$ cat src/rtl/out_alloc.sv
// Switch allocator for one output channel: round-robin picks an input port whose
// request targets OUT_CHNL, sequences the tx handshake and muxes the winner's buffer.
`timescale 1ns/1ps
module out_alloc #(
  parameter int SIZE         = 8,
  parameter int CHANNEL_BITS = 3,
  parameter int BUFF_BITS    = 3,
  parameter int PORTS        = 5,
  parameter int OUT_CHNL     = 0
) (
  input  logic                            clk,
  input  logic                            reset,
  input  logic [PORTS-1:0]                in_req,
  input  logic [PORTS*CHANNEL_BITS-1:0]   in_chnl,
  output logic [PORTS-1:0]                in_gnt,
  output logic [PORTS-1:0]                in_done,
  output logic [BUFF_BITS-1:0]            in_buf_addr,
  input  logic [PORTS*SIZE-1:0]           in_buf_data,
  output logic                            sw_req,
  output logic [CHANNEL_BITS-1:0]         sw_chnl,
  input  logic                            sw_gnt,
  input  logic [BUFF_BITS-1:0]            tx_buf_addr,
  output logic [SIZE-1:0]                 tx_buf_data
);

  localparam int PW = (PORTS > 1) ? $clog2(PORTS) : 1;
  localparam logic [CHANNEL_BITS-1:0] OUT_C = CHANNEL_BITS'(OUT_CHNL);

  typedef enum logic [1:0] {IDLE, REQ, BUSY} state_t;

  state_t            state, state_n;
  logic [PW-1:0]     rr, rr_n, w, w_n, win;
  logic [PORTS-1:0]  gnt_n, done_n, elig;
  logic              req_n, found;

  assign sw_chnl     = OUT_C;
  assign in_buf_addr = tx_buf_addr;
  assign tx_buf_data = (state != IDLE) ? in_buf_data[int'(w)*SIZE +: SIZE] : '0;

  // A port holding in_done is masked so it cannot be re-granted before it has seen completion.
  always_comb begin
    elig = '0;
    for (int i = 0; i < PORTS; i++)
      elig[i] = in_req[i] & (in_chnl[i*CHANNEL_BITS +: CHANNEL_BITS] == OUT_C) & ~in_done[i];
  end

  always_comb begin
    found = 1'b0;
    win   = '0;
    for (int k = 0; k < PORTS; k++) begin
      if (!found && elig[(int'(rr) + k) % PORTS]) begin
        found = 1'b1;
        win   = PW'((int'(rr) + k) % PORTS);
      end
    end
  end

  always_ff @(posedge clk) begin
    if (reset) begin
      state   <= IDLE;
      rr      <= '0;
      w       <= '0;
      in_gnt  <= '0;
      in_done <= '0;
      sw_req  <= 1'b0;
    end else begin
      state   <= state_n;
      rr      <= rr_n;
      w       <= w_n;
      in_gnt  <= gnt_n;
      in_done <= done_n;
      sw_req  <= req_n;
    end
  end

  // sw_gnt is only looked at in REQ/BUSY, so an unknown level while idle is harmless.
  always_comb begin
    state_n = state;
    rr_n    = rr;
    w_n     = w;
    gnt_n   = in_gnt;
    done_n  = '0;
    req_n   = sw_req;
    case (state)
      IDLE: begin
        if (found) begin
          w_n        = win;
          gnt_n      = '0;
          gnt_n[win] = 1'b1;
          req_n      = 1'b1;
          state_n    = REQ;
        end
      end
      REQ: begin
        if (sw_gnt == 1'b1) begin
          req_n   = 1'b0;
          state_n = BUSY;
        end
      end
      BUSY: begin
        if (sw_gnt == 1'b0) begin
          gnt_n     = '0;
          done_n[w] = 1'b1;
          rr_n      = (int'(w) == PORTS-1) ? '0 : w + 1'b1;
          state_n   = IDLE;
        end
      end
      default: state_n = IDLE;
    endcase
  end

endmodule

$ cat config.mk
export PLATFORM = sky130hd
export DESIGN_NAME = out_alloc
export DESIGN_NICKNAME = d
export VERILOG_FILES = /design/src/rtl/out_alloc.sv
export SDC_FILE = /design/constraint.sdc
export NUM_CORES = 1
export LEC_CHECK = 0
export ABC_AREA = 1
export CELL_PAD_IN_SITES_DETAIL_PLACEMENT = 1
export CELL_PAD_IN_SITES_GLOBAL_PLACEMENT = 2
export CORE_MARGIN = 4
export CORE_UTILIZATION = 24
export CTS_BUF_LIST = sky130_fd_sc_hd__clkbuf_4
export CTS_CLUSTER_DIAMETER = 30
export DETAILED_ROUTE_END_ITERATION = 16
export PLACE_DENSITY = 0.85
export REMOVE_ABC_BUFFERS = 1
export SYNTH_ARGS = -nofsm -noshare
export SYNTH_HDL_FRONTEND = slang
export SYNTH_SLANG_ARGS = --single-unit
$ cat constraint.sdc
create_clock -name clk -period 4.4 [get_ports clk]
set_input_delay 0.88 -clock clk [delete_from_list [all_inputs] [get_ports clk]]
set_output_delay 0.88 -clock clk [all_outputs]
set_load 0.1 [all_outputs]
### After elaboration in Yosys (flattened, before gate mapping)

Index checks and enable logic that the tools add are counted.

| storage, ports and cells | value |
|---|---|
| flip-flop bits (word level) | 19 |
| output and inout bits | 25 |

| operators by class | value |
|---|---|
| add/subtract/negate cells | 5 |
| div/mod/pow operators | 5 |
| $lt $le $gt $ge | 9 |
| equality and inequality tests | 6 |
| shift operators | 1 |
| multiplexer cells | 41 |
| bitwise logic cells | 17 |
| reduce and logical (&&, ||, !) cells | 25 |

Operator list:

| kind | count |
|---|---|
| 32-bit by 5-bit < comparator with 1-bit output, second input constant | 5 |
| 32-bit by 4-bit remainder unit with 32-bit output, second input constant | 4 |
| 40-bit by 7-bit indexed part select with 8-bit output | 1 |
| 4-bit by 4-bit remainder unit with 32-bit output, second input constant | 1 |
| 1-bit 2-to-1 mux | 19 |
| 3-bit 2-to-1 mux | 6 |
| 1-bit binary-select mux with 3-bit select | 5 |
| 3-bit zero test | 5 |
| 1-bit AND | 10 |
| 5-bit 2-to-1 mux | 2 |
| 5-bit one-hot mux with 2 select lines | 1 |
| 3-bit AND reduction | 3 |
| 3-bit by 2-bit adder with 4-bit output, second input constant | 2 |
| 3-bit by 4-bit < comparator with 1-bit output, second input constant | 2 |
| 8-bit 2-to-1 mux | 1 |
| 1-bit NOT | 7 |
| 1-bit demux with 3-bit select | 2 |
| 3-bit by 1-bit >= comparator with 1-bit output, second input constant | 2 |
| 1-bit logical AND | 6 |
| 2-bit 2-to-1 mux | 3 |
| 2-bit inequality test, second input constant | 3 |
| 2-bit one-hot mux with 3 select lines | 1 |
| 2-bit nonzero test | 3 |
| 3-bit by 1-bit adder with 4-bit output, second input constant | 1 |
| 10 further kinds | 14 |

### Depth between registers and ports, before layout

Gate-level depths: netlist of the first run.

| depth | value |
|---|---|
| word-level depth | 25 |
| depth in mapped cells | 27 |
| gate-level depth less buffers | 27 |

### Worst setup path before layout of the first run

OpenSTA, ideal clock, no wires.

| timing path | value |
|---|---|
| kind | register to output |
| from | register w[2] |
| to | output port tx_buf_data[2] |
| data arrival time | 2.737 ns |
| slack | 0.783 ns |
| stages on the path, launching flop included | 6 |
| buffers on the path | 1 |
| cells stage by stage | dfxtp_1 -> clkbuf_1 -> inv_1 -> nor3_1 -> a221oi_1 -> a21oi_1 |

| between the ends | value |
|---|---|
| word-level cells in the longest chain between the ends | 2 |

RTL lines:

| element | line | text |
|---|---|---|
| start, declared | 32 | `logic [PW-1:0] rr, rr_n, w, w_n, win;` |
| start signal, assigned | 69 | `w <= w_n;` |
| 40-bit by 7-bit indexed part select with 8-bit output | 38 | `assign tx_buf_data = (state != IDLE) ? in_buf_data[int'(w)*SIZE +: SIZE] : '0;` |
| 8-bit 2-to-1 mux | 38 |  |
| end, declared | 23 | `output logic [SIZE-1:0] tx_buf_data` |

Every way passes these cells.

### Final worst setup path of the first run

| timing path | value |
|---|---|
| from | register rr[1] |
| to | register in_gnt[2] |

| between the ends | value |
|---|---|
| word-level cells in the longest chain between the ends | 23 |

RTL lines:

| element | line | text |
|---|---|---|
| start, declared | 32 |  |
| start signal, assigned | 68 | `rr <= rr_n;` |
| parallel branches: the longest is 23 deep, another holds 32-bit by 4-bit remainder unit with 32-bit output | n/a |  |
| end signal, assigned | 70 | `in_gnt <= gnt_n;` |
| end, declared | 15 | `output logic [PORTS-1:0] in_gnt,` |

Several ways; the timed one is not identified. The select of a mux whose other input is x is not followed.
A chain may end at the register's enable or synchronous reset.

==> results of run 1 <==
critical path: stages (launching register included):
cell and delay [ns]:
sky130_fd_sc_hd__dfxtp_1 0.50, sky130_fd_sc_hd__inv_2 0.17, sky130_fd_sc_hd__ha_1 0.45, sky130_fd_sc_hd__inv_1 0.20, sky130_fd_sc_hd__ha_1 0.22, sky130_fd_sc_hd__nor2_1 0.13
sky130_fd_sc_hd__nand2_1 0.11, sky130_fd_sc_hd__nand2_2 0.11, sky130_fd_sc_hd__xor2_2 0.21, sky130_fd_sc_hd__ha_1 0.21, sky130_fd_sc_hd__inv_1 0.09, sky130_fd_sc_hd__o21ai_4 0.17
sky130_fd_sc_hd__nand3_1 0.15, sky130_fd_sc_hd__nand2_1 0.13, sky130_fd_sc_hd__nand3_1 0.12, sky130_fd_sc_hd__nor2_2 0.16, sky130_fd_sc_hd__a21oi_4 0.06, sky130_fd_sc_hd__nand4_2 0.09
sky130_fd_sc_hd__nand2_2 0.17, sky130_fd_sc_hd__nor2_2 0.24, sky130_fd_sc_hd__nand2_1 0.10, sky130_fd_sc_hd__a21oi_1 0.13
flip-flops by register name (all words and copies together), names as in the netlist:
signal,cells
sw_req,1
state,2
rr,3
in_gnt,5
w,3
in_done,5
power breakdown:
| part | leakage (nW) | switching, W | total, W | internal [W] |
|---|---|---|---|---|
| Clock | 0.0177 | 0.0000621 | 0.0000961 | 0.0000340 |
| Sequential | 0.154 | 0.0000306 | 0.000232 | 0.000202 |
| Combinational | 1.47 | 0.000698 | 0.000979 | 0.000281 |
per-stage QoR:
stage,power (W),util,cells
floorplan,0.000956,-,418
CTS,0.00132,0.332,648
global route,0.00142,0.333,648
finish,0.00131,0.333,648
detailed placement,0.00122,0.330,644
global placement,0.00120,0.330,644
synthesized netlist by cell type, types with 3 or more instances:
master	instances
sky130_fd_sc_hd__a21oi_1	18
sky130_fd_sc_hd__a221oi_1	8
sky130_fd_sc_hd__buf_4	6
sky130_fd_sc_hd__buf_6	3
sky130_fd_sc_hd__clkbuf_1	3
sky130_fd_sc_hd__dfxtp_1	19
sky130_fd_sc_hd__ha_1	23
sky130_fd_sc_hd__inv_1	53
sky130_fd_sc_hd__inv_2	5
sky130_fd_sc_hd__nand2_1	113
sky130_fd_sc_hd__nand2_2	17
sky130_fd_sc_hd__nand2_4	4
sky130_fd_sc_hd__nand3_1	56
sky130_fd_sc_hd__nand3_2	7
sky130_fd_sc_hd__nand3b_1	4
sky130_fd_sc_hd__nand4_1	8
sky130_fd_sc_hd__nor2_1	31
sky130_fd_sc_hd__nor3_1	7
sky130_fd_sc_hd__nor4_1	4
sky130_fd_sc_hd__o21ai_0	6
sky130_fd_sc_hd__o21ai_1	6
sky130_fd_sc_hd__o21ai_2	4
sky130_fd_sc_hd__xor2_1	5
layer usage:
layer | up-vias | wire, um
li1 | 1557 | -
met1 | 1464 | 3970
met2 | 48 | 5020
met3 | 9 | 211
met4 | 0 | 74
met5 | - | 0
how the worst max path moves through the flow:
stage	startpoint	end	slack [ns]
3_3_place_gp	rr[1]$_SDFFE_PP0P_	in_gnt[0]$_SDFFE_PP0P_	0.62
2_1_floorplan	rr[0]$_SDFFE_PP0P_	in_gnt[0]$_SDFFE_PP0P_	0.54
3_5_place_dp	rr[1]$_SDFFE_PP0P_	in_gnt[2]$_SDFFE_PP0P_	0.32
6_report	rr[1]$_SDFFE_PP0P_	in_gnt[2]$_SDFFE_PP0P_	0.39
4_1_cts	rr[1]$_SDFFE_PP0P_	in_gnt[2]$_SDFFE_PP0P_	0.22
5_1_grt	rr[1]$_SDFFE_PP0P_	in_gnt[0]$_SDFFE_PP0P_	0.0008
area by class of cell:
type / instances / share of cell area
Clock buffer: 3 / 0.00623
Sequential cell: 19 / 0.105
Multi-Input combinational cell: 339 / 0.547
Clock inverter: 1 / 0.00139
Timing Repair Buffer: 86 / 0.229
Tap cell: 140 / 0.0485
Inverter: 60 / 0.0627
logic make-up (layout without fill, tap and decap cells):
logic type | after synthesis | after routing | share of synthesized area
buffers and inverters | 72 | 150 | 0.119
AO/OA/AOI/OAI | 47 | 47 | 0.117
XOR/XNOR | 7 | 7 | 0.0287
AND/OR/NAND/NOR | 259 | 259 | 0.482
other | 1 | 3 | 0.00141
adder cells (fa/ha/maj) | 23 | 23 | 0.108
flip-flops | 19 | 19 | 0.143
==> metrics, run 1 <==
most common cell after layout, fill and taps aside sky130_fd_sc_hd__nand2_1; Worst Hold End sw_req$_SDFFE_PP0P_; drt pass-1 iters 4; P per Cell Area 362 nW/um2; max-slew violations 0; routability cong. around 0.81; CP Launch Type flop; total area of sequential cells around 380 um2; worst-case clock skew 0.00323 ns; number of buffers inserted by post-CTS setup repair 0; synthesized area per cell 6.20 um2; flops & latches, synth 19; aggregate global routing overflow 0; accumulated negative setup slack 0 ns; Crit Path Class reg2reg; Post-Synthesis Cells 428; end of the worst register-to-register path in_gnt[2]$_SDFFE_PP0P_; number of input and output port buffers inserted 81; clock transition time at the flip-flop clock pins of the worst setup and hold paths approximately 0.12 ns; Final period util 0.912; Row Count 38; number of cells traversed by the worst register-to-register path 21; Top FF cell, synth sky130_fd_sc_hd__dfxtp_1; worst-path maximum fanout 13; number of warning messages in the yosys log 0; final std cell area, no fill 3610 um2; final setup violation count 0; slack of the worst reg-to-reg path 0.39 ns; dpl ws approximately 0.32 ns; Routed Wire Length 9.28 mm; antenna violations before repair 0; latest clock arrival within the worst-skew pair around 0.31 ns; setup repair after global routing missed its margin false; post-route ant nets 0; max capacitance violation total 0; sequential fraction of the synthesis area 0.143; met2 global-route usage 0.281; Max-slew headroom 0.301; largest net degree at the start of global routing 18; final worst hold slack 0.488 ns; cell at the root of the clock tree sky130_fd_sc_hd__clkbuf_4; number of hold violations in the final report 0; global route hottest layer met2; top cell type's share of synthesized area 0.160; vias in the first global route between 3000 and 4000; hold-fix buffer count after cts 0; IR Drop Worst-Case VDD between 300 and 400 uV; GR met3 Demand/Resource 0.0144; category of the worst setup path capture point flop; async set or reset register ratio after synthesis 0; H-tree depth reported by CTS 1; startpoint of the worst register-to-register path rr[1]$_SDFFE_PP0P_; signal arrival time at the worst endpoint approximately 4.3 ns; min setup slack post-route 0.386 ns; distinct cell type count after synthesis 37; post-CTS sizing 0; most area-consuming cells after synthesis sky130_fd_sc_hd__nand2_1, sky130_fd_sc_hd__dfxtp_1, sky130_fd_sc_hd__ha_1; Layout Nets roughly 600; WL/cell 14.3 um; leak pwr 1.65 nW; wire length of the first global-routing pass 16.0 mm; Tot GR Track Use 0.148; DRC violations left 0; required time of the worst setup path roughly 4.6 ns; DP HPWL 7.92 mm; chip width 113 um; Highest Clock Rate around 0.25 GHz; antenna diode count 0; Die ar. between 10000 and 15000 um2; layout filler cell count 1405; minimum period implied by the final worst setup slack 4.01 ns; leading cell types in the layout, fill and taps excluded sky130_fd_sc_hd__nand2_1, sky130_fd_sc_hd__clkdlybuf4s50_1, sky130_fd_sc_hd__nand3_1, sky130_fd_sc_hd__inv_1, sky130_fd_sc_hd__nor2_1; post-synth top area cell sky130_fd_sc_hd__nand2_1; Placed Area 3580 um2; instance count along the most critical hold path 2; clock tree from TritonCTS built; fraction of met1 tracks used by global routing 0.180; number of placed I/O pins 91; cell area after synthesis about 2700 um2; starting utilization of the core area 0.245; layout cell share with drive strength beyond 1 0.136; initial detailed-routing violation count about 130; Die Ht approximately 110 um; worst min path class reg2reg; number of enable-type register cells in the synthesized netlist 0; Num CTS Buffers 3; via/cell ratio 4.75; actual slew at the worst max-slew pin 1.04 ns; Multi-input gate area 1980 um2; Core Area 10800 um2; clk sink count 19; outcome complete, no violations; source of the worst hold timing path sw_req$_SDFFE_PP0P_; number of vias in the routed layout 3078; area added between synthesis and finish 36.1%; buffers from clock root to sink, at most 2
(Power assumes the default switching activity.)
==> run 2, diff against run 1 <==
--- a/config.mk
+++ b/config.mk
@@ -13,8 +13,8 @@
 export CTS_BUF_LIST = sky130_fd_sc_hd__clkbuf_4
 export CTS_CLUSTER_DIAMETER = 30
 export DETAILED_ROUTE_END_ITERATION = 16
+export MAX_ROUTING_LAYER = met4
 export PLACE_DENSITY = 0.85
-export REMOVE_ABC_BUFFERS = 1
 export SYNTH_ARGS = -nofsm -noshare
 export SYNTH_HDL_FRONTEND = slang
 export SYNTH_SLANG_ARGS = --single-unit
==> constraint.sdc (replaced) <==
create_clock -name clk -period 4.4 [get_ports clk]
set_input_delay 0.88 -clock clk [delete_from_list [all_inputs] [get_ports clk]]
set_output_delay 0.88 -clock clk [all_outputs]
set_load 0.02 [all_outputs]
==> metrics, run 2 (synthesis gave the netlist of run 1 again) <==
minimum period implied by the final worst setup slack 3.97 ns; Placed Area approximately 3600 um2; H-tree depth reported by CTS 1; Layout Nets 600; layout filler cell count 1411; routability cong. 0.816; cell at the root of the clock tree sky130_fd_sc_hd__clkbuf_4; worst-case clock skew 0.00662 ns; number of hold violations in the final report 0; number of input and output port buffers inserted 81; slowest stage cell, crit path sky130_fd_sc_hd__dfxtp_2; leading registers by flop count in_done: 5 flops, in_gnt: 5 flops; setup repair after global routing missed its margin false; max-slew violations 0; most common cell after layout, fill and taps aside sky130_fd_sc_hd__nand2_1; leading cell types in the layout, fill and taps excluded sky130_fd_sc_hd__nand2_1, sky130_fd_sc_hd__clkdlybuf4s50_1, sky130_fd_sc_hd__nand3_1, sky130_fd_sc_hd__inv_1, sky130_fd_sc_hd__nor2_1; buffers from clock root to sink, at most 2; number of vias in the routed layout 3017; starting utilization of the core area 0.245; final setup violation count 0; initial detailed-routing violation count 72; P per Cell Area 293 nW/um2; CP Launch Type flop; Crit path buffers/inverters 4; accumulated negative setup slack 0 ns; antenna violations before repair 0; DP HPWL roughly 7.7 mm; clock tree from TritonCTS built; outcome complete, no violations; final std cell area, no fill approximately 3600 um2; Highest Clock Rate 0.252 GHz; layout cell share with drive strength beyond 1 0.122; largest net degree at the start of global routing 18; Die ar. 12800 um2; via/cell ratio 4.64; clk sink count 19; Crit path max-delay family simple AND/OR/NAND/NOR gates; vias in the first global route 3167; sequence of cells on the critical path inv_2 > ha_1 > inv_1 > ha_1 > inv_1 > ha_1 > nor2_1 > nand2_1 > nand2_2 > xor2_1 > ha_1 > inv_1 > o21ai_4 > nand3_1 > nand2_1 > nand3_1 > nor2_2 > a21oi_4 > nand4_2 > nand2_2 > nor2_1 > nand2_1 > a21oi_1; drt pass-1 iters 4; wire length of the first global-routing pass 14.8 mm; signal arrival time at the worst endpoint 4.21 ns; post-route ant nets 0; max capacitance violation total 0; Row Count 38; worst stage delay on the critical path 0.38 ns; category of the worst setup path capture point flop; antenna diode count 0; actual slew at the worst max-slew pin 0.731 ns; Die Ht 113 um; number of placed I/O pins 91; worst min path class reg2reg; WL/cell around 14 um; Num CTS Buffers 3; Tot GR Track Use 0.141; area added between synthesis and finish 37.2%; chip width 113 um; leak pwr 1.64 nW; Routed Wire Length 8.87 mm; Overall Power 0.00107 W; Core Area 10800 um2; most prevalent standard cell on the critical path sky130_fd_sc_hd__ha_1; Final period util 0.903; IR Drop Worst-Case VDD 160 uV; DRC violations left 0; clock transition time at the flip-flop clock pins of the worst setup and hold paths 0.11 ns; aggregate global routing overflow 0; worst-path maximum fanout 13; Max-slew headroom 0.511; latest clock arrival within the worst-skew pair 0.31 ns; required time of the worst setup path roughly 4.6 ns; Crit Path Class reg2reg; hold-fix buffer count after cts 0
run 2: final timing paths:
| kind | end | slack, ns | cells past startpoint | from |
|---|---|---|---|---|
| worst max-delay path | in_gnt[0]$_SDFFE_PP0P_ | 0.43 | 23 | rr[1]$_SDFFE_PP0P_ |
| worst min-delay path | sw_req$_SDFFE_PP0P_ | 0.49 | 2 | sw_req$_SDFFE_PP0P_ |
| worst max register to register | in_gnt[0]$_SDFFE_PP0P_ | 0.43 | 23 | rr[1]$_SDFFE_PP0P_ |
| worst min register to register | sw_req$_SDFFE_PP0P_ | 0.49 | 2 | sw_req$_SDFFE_PP0P_ |
run 2: per-stage QoR:
step | instances | util | hold slack (ns) | setup slack [ns]
finish | 650 | 0.336 | 0.489 | 0.425
global route | 650 | 0.336 | 0.524 | 0.0486
CTS | 650 | 0.336 | 0.491 | 0.363
detailed placement | 646 | 0.333 | 0.466 | 0.410
global placement | 646 | 0.333 | 0.473 | 0.665
floorplan | 430 | - | 0.469 | 0.853
run 2: metal layers:
layer	global-route usage	vias to the layer above	wire length, um
li1	-	1557	-
met1	0.173	1406	4060
met5	-	-	0
met4	0.0208	0	49
met2	0.253	48	4510
met3	0.0166	6	251
run 2: report_power, final:
| part | switching, W | total (W) | internal (W) | leakage [nW] |
|---|---|---|---|---|
| combinational | 0.000441 | 0.000737 | 0.000296 | 1.47 |
| sequential | 0.0000314 | 0.000233 | 0.000202 | 0.155 |
| clock | 0.0000563 | 0.0000979 | 0.0000416 | 0.0184 |
run 2: cell type report:
class	count	area, um2	area share
Inverter	60	226	0.0622
Sequential cell	19	382	0.105
Clock buffer	4	30.0	0.00824
Multi-Input combinational cell	339	1970	0.540
Timing Repair Buffer	88	863	0.237
Tap cell	140	175	0.0481
run 2: what timing repair did:
action,4_1_cts,5_1_grt
setup endpoints to repair,0,2
setup buffers,0,0
gates resized for setup,0,1
run 2: worst register-to-register path: stages (launching register included):
cell,delay [ns]
sky130_fd_sc_hd__dfxtp_2,0.38
sky130_fd_sc_hd__inv_2,0.17
sky130_fd_sc_hd__ha_1,0.20
sky130_fd_sc_hd__inv_1,0.07
sky130_fd_sc_hd__ha_1,0.33
sky130_fd_sc_hd__inv_1,0.10
sky130_fd_sc_hd__ha_1,0.21
sky130_fd_sc_hd__nor2_1,0.14
sky130_fd_sc_hd__nand2_1,0.12
sky130_fd_sc_hd__nand2_2,0.10
sky130_fd_sc_hd__xor2_1,0.26
sky130_fd_sc_hd__ha_1,0.23
sky130_fd_sc_hd__inv_1,0.08
sky130_fd_sc_hd__o21ai_4,0.17
sky130_fd_sc_hd__nand3_1,0.14
sky130_fd_sc_hd__nand2_1,0.12
sky130_fd_sc_hd__nand3_1,0.13
sky130_fd_sc_hd__nor2_2,0.17
sky130_fd_sc_hd__a21oi_4,0.06
sky130_fd_sc_hd__nand4_2,0.10
sky130_fd_sc_hd__nand2_2,0.16
sky130_fd_sc_hd__nor2_1,0.26
sky130_fd_sc_hd__nand2_1,0.08
sky130_fd_sc_hd__a21oi_1,0.12
